**config.mk**
```make
export PLATFORM = sky130hd
export DESIGN_NAME = rgb_pwm_bank
export DESIGN_NICKNAME = d
export VERILOG_FILES = /design/src/rtl/rgb_pwm_bank.sv
export SDC_FILE = /design/constraint.sdc
export NUM_CORES = 1
export LEC_CHECK = 0
export ABC_AREA = 1
export ABC_CLOCK_PERIOD_IN_PS = 2240
export BUFFER_PORTS_ARGS = -buffer_cell sky130_fd_sc_hd__buf_2
export CORE_ASPECT_RATIO = 0.8
export CORE_UTILIZATION = 50
export CTS_BUF_LIST = sky130_fd_sc_hd__clkbuf_4
export DETAILED_ROUTE_END_ITERATION = 8
export PLACE_DENSITY = 0.69
export SLEW_MARGIN = 20
export SYNTH_ARGS = -nofsm -noshare
export SYNTH_HDL_FRONTEND = slang
export SYNTH_SLANG_ARGS = --single-unit
```
**constraint.sdc**
```tcl
create_clock -name clk -period 2.24 [get_ports clk]
set_clock_uncertainty 0.15 [all_clocks]
set_input_delay 0.112 -clock clk [delete_from_list [all_inputs] [get_ports clk]]
set_output_delay 0.112 -clock clk [all_outputs]
set_load 0.02 [all_outputs]
```
**src/rtl/rgb_pwm_bank.sv**
```systemverilog
// rgb_pwm_bank: multi-channel PWM generator for LED panel drive.
//
// A free-running counter supports two modes. Left-aligned is a sawtooth
// 0..CMAX. Centre-aligned is a triangle 0..CMAX..1. Each channel holds two
// levels: a pending level written by the pixel fetch logic, and an active
// level used by the comparator. Pending levels are copied to active only at
// a period boundary, and only after a commit request, so a colour update
// never tears mid-period.
//
// Ports
//   clk           system clock, rising edge
//   rst_n         asynchronous reset, active-low
//   en            run enable; 0 freezes the counter and blanks led
//   mode          0 = left-aligned, 1 = centre-aligned (taken at boundary)
//   wr_en         write wr_data into pending[wr_chan]
//   wr_chan       channel index; indices >= NCHAN are ignored
//   wr_data       level value
//   commit        request pending->active copy at the next boundary
//   commit_busy   commit requested, not yet applied
//   period_start  registered pulse in the first cycle of each period
//   pwmlvl        current counter value
//   led           registered PWM outputs
//
// Counter direction FSM
//   state    | meaning
//   DIR_UP   | counting towards CMAX (always the case in left-aligned mode)
//   DIR_DOWN | centre-aligned fall from CMAX-1 back towards 0

module rgb_pwm_bank #(
    parameter int PWM_WIDTH = 12,
    parameter int NCHAN     = 3,
    parameter int CHAN_W    = 2,
    parameter bit INVERT    = 1'b0
) (
    input  logic                 clk,
    input  logic                 rst_n,
    input  logic                 en,
    input  logic                 mode,
    input  logic                 wr_en,
    input  logic [CHAN_W-1:0]    wr_chan,
    input  logic [PWM_WIDTH-1:0] wr_data,
    input  logic                 commit,
    output logic                 commit_busy,
    output logic                 period_start,
    output logic [PWM_WIDTH-1:0] pwmlvl,
    output logic [NCHAN-1:0]     led
);

    localparam logic [PWM_WIDTH-1:0] CMAX     = '1;
    localparam logic [PWM_WIDTH-1:0] ONE      = PWM_WIDTH'(1);
    localparam logic [NCHAN-1:0]     INV_MASK = {NCHAN{INVERT}};

    typedef enum logic {
        DIR_UP   = 1'b0,
        DIR_DOWN = 1'b1
    } dir_t;

    logic [PWM_WIDTH-1:0] cnt_q, cnt_d;
    dir_t                 dir_q, dir_d;
    logic                 mode_q, mode_d;
    logic                 pend_commit_q, pend_commit_d;
    logic                 period_start_q, period_start_d;
    logic [NCHAN-1:0]     led_q, led_d;
    logic [PWM_WIDTH-1:0] pending_q [NCHAN];
    logic [PWM_WIDTH-1:0] pending_d [NCHAN];
    logic [PWM_WIDTH-1:0] active_q  [NCHAN];
    logic [PWM_WIDTH-1:0] active_d  [NCHAN];
    logic                 boundary;
    logic [NCHAN-1:0]     led_raw;

    // Counter and direction. A boundary is any enabled edge that brings
    // the counter to zero, whichever mode produced it.
    always_comb begin
        cnt_d = cnt_q;
        dir_d = dir_q;
        if (en) begin
            if (!mode_q) begin
                cnt_d = (cnt_q == CMAX) ? '0 : cnt_q + ONE;
                dir_d = DIR_UP;
            end else if (dir_q == DIR_UP) begin
                if (cnt_q == CMAX) begin
                    cnt_d = cnt_q - ONE;
                    dir_d = DIR_DOWN;
                end else begin
                    cnt_d = cnt_q + ONE;
                end
            end else begin
                cnt_d = cnt_q - ONE;
            end
            // Zero is held for one cycle only, so leave it climbing.
            if (cnt_d == '0) begin
                dir_d = DIR_UP;
            end
        end
    end

    assign boundary       = en && (cnt_d == '0);
    assign mode_d         = boundary ? mode : mode_q;
    assign period_start_d = boundary;

    // Level storage. The copy reads the pre-edge pending values, so a write
    // landing on the boundary edge is only seen at the following boundary.
    // A commit on the boundary edge re-arms the request after the copy.
    always_comb begin
        pending_d     = pending_q;
        active_d      = active_q;
        pend_commit_d = pend_commit_q;
        for (int i = 0; i < NCHAN; i++) begin
            if (wr_en && (wr_chan == CHAN_W'(i))) begin
                pending_d[i] = wr_data;
            end
        end
        if (boundary && pend_commit_q) begin
            active_d      = pending_q;
            pend_commit_d = 1'b0;
        end
        if (commit) begin
            pend_commit_d = 1'b1;
        end
    end

    // Enable gating sits before the output register, so blanking shows up
    // one cycle after en falls. Inversion is applied last.
    always_comb begin
        led_raw = '0;
        for (int i = 0; i < NCHAN; i++) begin
            led_raw[i] = active_q[i] > cnt_q;
        end
        led_d = (led_raw & {NCHAN{en}}) ^ INV_MASK;
    end

    always_ff @(posedge clk or negedge rst_n) begin
        if (!rst_n) begin
            cnt_q          <= '0;
            dir_q          <= DIR_UP;
            mode_q         <= 1'b0;
            pend_commit_q  <= 1'b0;
            period_start_q <= 1'b0;
            led_q          <= INV_MASK;
            for (int i = 0; i < NCHAN; i++) begin
                pending_q[i] <= '0;
                active_q[i]  <= '0;
            end
        end else begin
            cnt_q          <= cnt_d;
            dir_q          <= dir_d;
            mode_q         <= mode_d;
            pend_commit_q  <= pend_commit_d;
            period_start_q <= period_start_d;
            led_q          <= led_d;
            pending_q      <= pending_d;
            active_q       <= active_d;
        end
    end

    assign commit_busy  = pend_commit_q;
    assign period_start = period_start_q;
    assign pwmlvl       = cnt_q;
    assign led          = led_q;

endmodule

```
==> summary.md, run 1 <==
| Metric | Value |
|---|---|
| Status | `finished with violations` |
| Failing checks | `negative setup slack` |
| Most frequent cells after synthesis | `nand2_1 (224), dfrtp_1 (91), nand3_1 (58)` |
| Fin Setup TNS | `-9.35 ns` |
| Slew margin rel. | `59.4%` |
| Via density | `5.35` |
| Finish-stage setup viols | `39` |
| Pwr per Cell Area | `808 nW/um^2` |
| Critical path data required time | `2.44 ns` |
| Htree depth | `3` |
| DP Area | `6060 sq um` |
| Area grow syn2layout | `28.3%` |
| Final Slew Violations | `0` |
| DRT iter0 DRCs | `299` |
| First-pass GRT wire length | `23300 um` |
| P_leak | `3.57 nW` |
| Synthesized area per cell | `8.03 sq um` |
| Slew @ Worst Pin | `0.609 ns` |
| Worst path max stage delay | `0.47 ns` |
| Largest net degree at the start of global routing | `40` |
| Arr. time, crit path | `2.71 ns` |
| Kind of critical path | `reg2reg` |
| Max FO, Critical Path | `23` |
| DR WL/cell | `15.6 um` |
| Worst path top cell family by delay | `simple AND/OR/NAND/NOR gates` |
| Rows | `33` |
| Most common cell in the synthesized netlist | `nand2_1` |
| DP Cell Count | `878` |
| Pint | `3.26 mW` |
| Drt drc | `0` |
| Initial antenna violation count | `0` |
| Die Ht | `93.9 um` |
| Peak supply drop | `0.445 mV` |
| Worst Setup End Kind | `flop` |
| Vias in the first global route | `4616` |
| Seq cells post-synth | `91` |
| WHS | `0.0178 ns` |
| Main area contributors after synthesis | `dfrtp_1 (43%), nand2_1 (16%), ha_1 (9.0%), nand3_1 (5.5%), o21ai_0 (4.6%)` |
| Starting Density | `51.4%` |
| Comb power frac | `45.6%` |
| Leading area contributor after synthesis | `dfrtp_1` |
| Final Hold Fails | `0` |
| Critical path cell sequence | `ha_4 -> nand2_4 -> nor2_4 -> nand3_4 -> buf_6 -> nand2_8 -> nand2_1 -> nand3_1 -> nand2_2 -> nand3_2 -> nor2_4 -> buf_4 -> nand4_4 -> buf_12 -> nand2_1 -> nand2_1` |
| CP bufs+invs | `3` |
| Clock latency at the later pin of the worst-skew pair | `0.46 ns` |
| Final Power | `5.48 mW` |
| Psw | `2.22 mW` |
| Final period utilization | `112%` |
| Clock Tree Root | `clkbuf_4` |
| Synth top area share | `43.1%` |
| Core area | `10300 sq um` |
| Netlist cell types | `35` |
| Setup Slack @ Placement | `-0.252 ns` |
| Nets@finish | `844` |
| Number of max-cap violations | `0` |
| Antenna viol nets, final | `0` |
| Seq/Total Area, Yosys | `43.1%` |
| RSZ-0062 raised after global routing | `yes` |
| Post-synth top flop | `dfrtp_1` |
| Die area | `11000 sq um` |
| Worst setup margin | `-0.272 ns` |
| Yosys warns | `0` |
| Hold WC Path Type | `in2async` |
| # IOs | `37` |
| Post-Layout Inst Area | `6780 sq um` |
| Port bufs | `36` |
| Final std cells w/o fill | `931` |
| Syn Std Cell Area | `5280 sq um` |
| Mapped Cells | `658` |
| CTS clk-pin slew, worst paths | `0.15 ns` |
| Share of layout cells above drive strength 1 | `28.6%` |
| Final core occ | `65.9%` |
| Antenna diode count | `0` |
| Clock Tree Buf Depth | `2` |
| Asr flop ratio synth | `100%` |
| DRT Wirelength | `14600 um` |
| Clock share of power | `17.1%` |
| Most common cell on crit path | `nand2_1` |
| Via count | `4980` |
| Reg power frac | `37.3%` |
| Tmin final | `2.51 ns` |
| Sw Ratio | `40.5%` |
| Clock sinks | `91` |
| Total GRT Usage | `28.5%` |
| Post-synth EDFFs | `0` |
| Die width | `117 um` |
| CP max-delay cell | `dfrtp_2` |
| CTS tree | `done` |
| Peak Freq | `398 MHz` |
| Routability cong. | `0.943` |
| CTS Buf Count | `9` |
| Congestion Overflow GR | `0` |
| Synthesized Nets | `716` |
| Hpwl dp | `10800 um` |
| Worst Setup Start Kind | `flop` |
| Drt pass-1 iters | `5` |
[timing repair]
item / in CTS / in global routing
gates cloned: 2 / 0
gates resized for setup: 29 / 25
endpoints found under the setup margin: 39 / 44
hold endpoints to repair: 133 / 0
hold buffers: 16 / 0
buffers inserted: 13 / 6
pin swaps: 0 / 11
[placed cells by master (no fill, tap or decap), drive strengths merged, types with 11 or more instances in the layout]
| cell | count |
|---|---|
| clkbuf | 11 |
| dlygate4sd3 | 16 |
| nor2 | 44 |
| buf | 125 |
| a21oi | 21 |
| ha | 38 |
| nand4 | 11 |
| nand3 | 76 |
| nand2 | 232 |
| dfrtp | 91 |
| inv | 56 |
| o21ai | 49 |
[flip-flops by register name (all words and copies together), names as in the netlist]
name          count
mode_q            1
dir_q             1
pwmlvl           12
commit_busy       1
period_start      1
pending_q        36
active_q         36
led               3
[final timing paths]
path,start,to,slack [ns],depth (start not counted)
max in group asynchronous,rst_n,active_q[23]$_DFFE_PN0P_,1.27,3
setup / recovery,pwmlvl[1]$_DFF_PN0_,active_q[18]$_DFFE_PN0P_,-0.27,16
hold reg to reg,pending_q[21]$_DFFE_PN0P_,pending_q[21]$_DFFE_PN0P_,0.36,2
min in group clk,wr_chan[1],pending_q[1]$_DFFE_PN0P_,0.05,5
setup reg to reg,pwmlvl[1]$_DFF_PN0_,active_q[18]$_DFFE_PN0P_,-0.27,16
hold / removal,rst_n,pwmlvl[6]$_DFF_PN0_,0.02,2
[per-layer routing]
layer / track usage [%] / part of all wire [%]
met2: 44.2 / 46
met1: 40.9 / 47
met5: 0 / 0
met3: 5.48 / 6.1
met4: 7.49 / 1.3
[cells by family (layout without fill, tap and decap cells)]
family	after synthesis	after routing	share of synthesized area, %
AOI/OAI and AO/OA	79	79	7.96
xor gates and xnor gates	2	2	0.332
adders and majority gates	38	38	9.00
buffers and inverters	79	212	6.96
DFF	91	91	43.1
and+or+nand+nor	369	369	32.6
[power groups by stage]
stage	logic, mW	clock network, mW	registers (mW)
4_1_cts	2.35	0.965	2.03
6_report	2.50	0.939	2.04
3_5_place_dp	2.17	0	2.06
5_1_grt	2.72	1.03	2.06
3_3_place_gp	2.12	0	2.06
2_1_floorplan	1.12	0	2.11
[area by class of cell]
cell class	instances	area (sq um)
Multi-Input combinational cell	488	2840
Clock inverter	5	62.6
Tap cell	140	175
Clock buffer	11	82.6
Timing Repair Buffer	141	1120
Sequential cell	91	2280
Inverter	55	209
Fill cell	870	3500
Note: power is estimated with default switching activity, not from simulation.
==> run 2, diff against run 1 <==
Settings changed: CORE_MARGIN set to 2, GPL_TIMING_DRIVEN set to 0, PLACE_DENSITY 0.69 to 0.71.
==> summary.md, run 2 (synthesized netlist as in run 1, its figures left out) <==
| Metric | Value |
|---|---|
| Status | `finished with violations (unchanged)` |
| Failing checks | `negative setup slack (unchanged)` |
| Critical path data required time | `2.44 ns (about the same)` |
| Die width | `119 um (was 117 um)` |
| Routability cong. | `0.903 (was 0.943)` |
| Pwr per Cell Area | `796 nW/um^2 (was 808 nW/um^2)` |
| Die Ht | `95.9 um (was 93.9 um)` |
| Kind of critical path | `reg2reg (unchanged)` |
| Antenna viol nets, final | `0 (unchanged)` |
| Share of layout cells above drive strength 1 | `24.1% (was 28.6%)` |
| Worst Setup Start Kind | `flop (unchanged)` |
| Clock latency at the later pin of the worst-skew pair | `0.45 ns (was 0.46 ns)` |
| Final Slew Violations | `0 (unchanged)` |
| Initial antenna violation count | `0 (unchanged)` |
| Tmin final | `2.70 ns (was 2.51 ns)` |
| Final Power | `5.12 mW (was 5.48 mW)` |
| Max FO, Critical Path | `8 (was 23)` |
| Die area | `11400 sq um (was 11000 sq um)` |
| Number of max-cap violations | `0 (unchanged)` |
| Core area | `10300 sq um (unchanged)` |
| Clock Tree Buf Depth | `2 (unchanged)` |
| Congestion Overflow GR | `0 (unchanged)` |
| Commonest non-fill, non-tap cell in the layout | `nand2_1 (unchanged)` |
| Htree depth | `3 (unchanged)` |
| Final Hold Fails | `0 (unchanged)` |
| Fillers | `877 (was 870)` |
| Arr. time, crit path | `2.89 ns (was 2.71 ns)` |
| WHS | `0.0327 ns (was 0.0178 ns)` |
| CTS clk-pin slew, worst paths | `0.14 ns (was 0.15 ns)` |
| Peak supply drop | `0.388 mV (was 0.445 mV)` |
| Area grow syn2layout | `21.7% (was 28.3%)` |
| Hold WC Path Type | `in2async (unchanged)` |
| P_leak | `3.30 nW (was 3.57 nW)` |
| Starting Density | `51.4% (unchanged)` |
| # IOs | `37 (unchanged)` |
| DRT Wirelength | `15300 um (was 14600 um)` |
| Via count | `4863 (was 4980)` |
| Worst setup margin | `-0.457 ns (was -0.272 ns)` |
| Final period utilization | `120% (was 112%)` |
| Hpwl dp | `10500 um (was 10800 um)` |
| Port bufs | `35 (was 36)` |
| Worst Reg-to-Reg Cells | `16 (unchanged)` |
| CTS tree | `done (unchanged)` |
| Peak Freq | `371 MHz (was 398 MHz)` |
| DP Area | `5690 sq um (was 6060 sq um)` |
| Worst Setup End Kind | `flop (unchanged)` |
| Nets@finish | `804 (was 844)` |
| Clock sinks | `91 (unchanged)` |
| Most frequent cells in the layout | `nand2_1 (196), dfrtp_1 (87), nand3_1 (52), o21ai_0 (48), inv_1 (46) (was nand2_1 (207), dfrtp_1 (86), buf_4 (80), nand3_1 (50), inv_1 (48))` |
| DR WL/cell | `17.2 um (was 15.6 um)` |
| Via density | `5.46 (was 5.35)` |
| Post-Layout Inst Area | `6430 sq um (was 6780 sq um)` |
| Vias in the first global route | `4562 (was 4616)` |
| Rows | `33 (unchanged)` |
| DRT iter0 DRCs | `483 (was 299)` |
| Drt drc | `0 (unchanged)` |
| Antenna diode count | `0 (unchanged)` |
| Finish-stage setup viols | `40 (was 39)` |
| Total GRT Usage | `27.2% (was 28.5%)` |
| Slew margin rel. | `57.5% (was 59.4%)` |
| Largest net degree at the start of global routing | `48 (was 40)` |
| First-pass GRT wire length | `23300 um (about the same)` |
| Clock Tree Root | `clkbuf_4 (unchanged)` |
| RSZ-0062 raised after global routing | `yes (unchanged)` |
| Drt pass-1 iters | `7 (was 5)` |
| Slew @ Worst Pin | `0.638 ns (was 0.609 ns)` |
| CTS Buf Count | `9 (unchanged)` |
==> run 2: cell count changes in the layout (fill, tap and decap cells not counted), sizes merged <==
cell / before / now
nand3: 76 / 77
clkinvlp: 0 / 2
dlygate4sd3: 16 / 20
buf: 125 / 69
inv: 56 / 53
bufinv: 1 / 2
clkbuf: 11 / 22
==> run 2: critical path: stages (launching register included) <==
cell and delay, ns:
dfrtp_2 0.50, ha_4 0.18, nand2_4 0.06, nor2_4 0.26, nand3_4 0.16, nand2_4 0.11
buf_6 0.11, nand3_4 0.07, nand2_1 0.06, nor2_1 0.04, nor2_1 0.09, nand2_1 0.08
nor2_2 0.15, nand4_4 0.22, buf_6 0.23, nand2_4 0.06, nand2_2 0.05
==> run 2: routing by layer <==
layer | up-vias | GRT usage, % | wire [um]
met4 | 0 | 10.0 | 398
li1 | 2326 | - | -
met1 | 2314 | 35.8 | 6580
met5 | - | 0 | 0
met2 | 188 | 44.9 | 7210
met3 | 35 | 5.69 | 1090
==> run 2: report_power, final <==
part | internal, mW | total (mW) | switching (mW)
sequential | 1.83 | 2.06 | 0.230
combinational | 0.678 | 2.03 | 1.36
clock | 0.475 | 1.02 | 0.549
total | 2.98 | 5.12 | 2.14
==> run 2: through the flow <==
step           utilization (%)  setup WS [ns]  setup TNS (ns)  std cells
2_1_floorplan                -        -0.0635           -2.12        658
3_3_place_gp              55.0         -0.468          -17.23        833
3_5_place_dp              55.3         -0.522          -18.52        834
4_1_cts                   60.3         -0.345          -12.64        882
5_1_grt                   62.5         -0.596          -22.28        891
6_report                  62.5         -0.457          -16.97        891
==> run 2: repair_timing <==
item                       in CTS  in global routing
cloned                          2                  2
pin swaps                       2                 18
hold endpoints to repair      124                  0
hold buffers                   20                  0
setup endpoints to repair      41                 44
setup buffers                  10                  7
gates resized for setup        18                 43
==> run 2: area by class of cell <==
class | count | area [sq um] | area share (%)
Multi-Input combinational cell | 489 | 2840 | 44.2
Buffer | 24 | 166 | 2.59
Clock buffer | 11 | 82.6 | 1.28
Clock inverter | 5 | 77.6 | 1.21
Timing Repair Buffer | 76 | 584 | 9.09
Sequential cell | 91 | 2280 | 35.5
Inverter | 55 | 221 | 3.44
Tap cell | 140 | 175 | 2.72
==> run 2: final timing paths <==
path / start / endpoint / slack, ns
worst min register to register: active_q[5]$_DFFE_PN0P_ / active_q[5]$_DFFE_PN0P_ / 0.35
min in group clk: en / pwmlvl[11]$_DFF_PN0_ / 0.05
worst max-delay path: pwmlvl[0]$_DFF_PN0_ / active_q[10]$_DFFE_PN0P_ / -0.46
max in group asynchronous: rst_n / active_q[13]$_DFFE_PN0P_ / 1.23
worst min-delay path: rst_n / pwmlvl[4]$_DFF_PN0_ / 0.03
worst max register to register: pwmlvl[0]$_DFF_PN0_ / active_q[10]$_DFFE_PN0P_ / -0.46
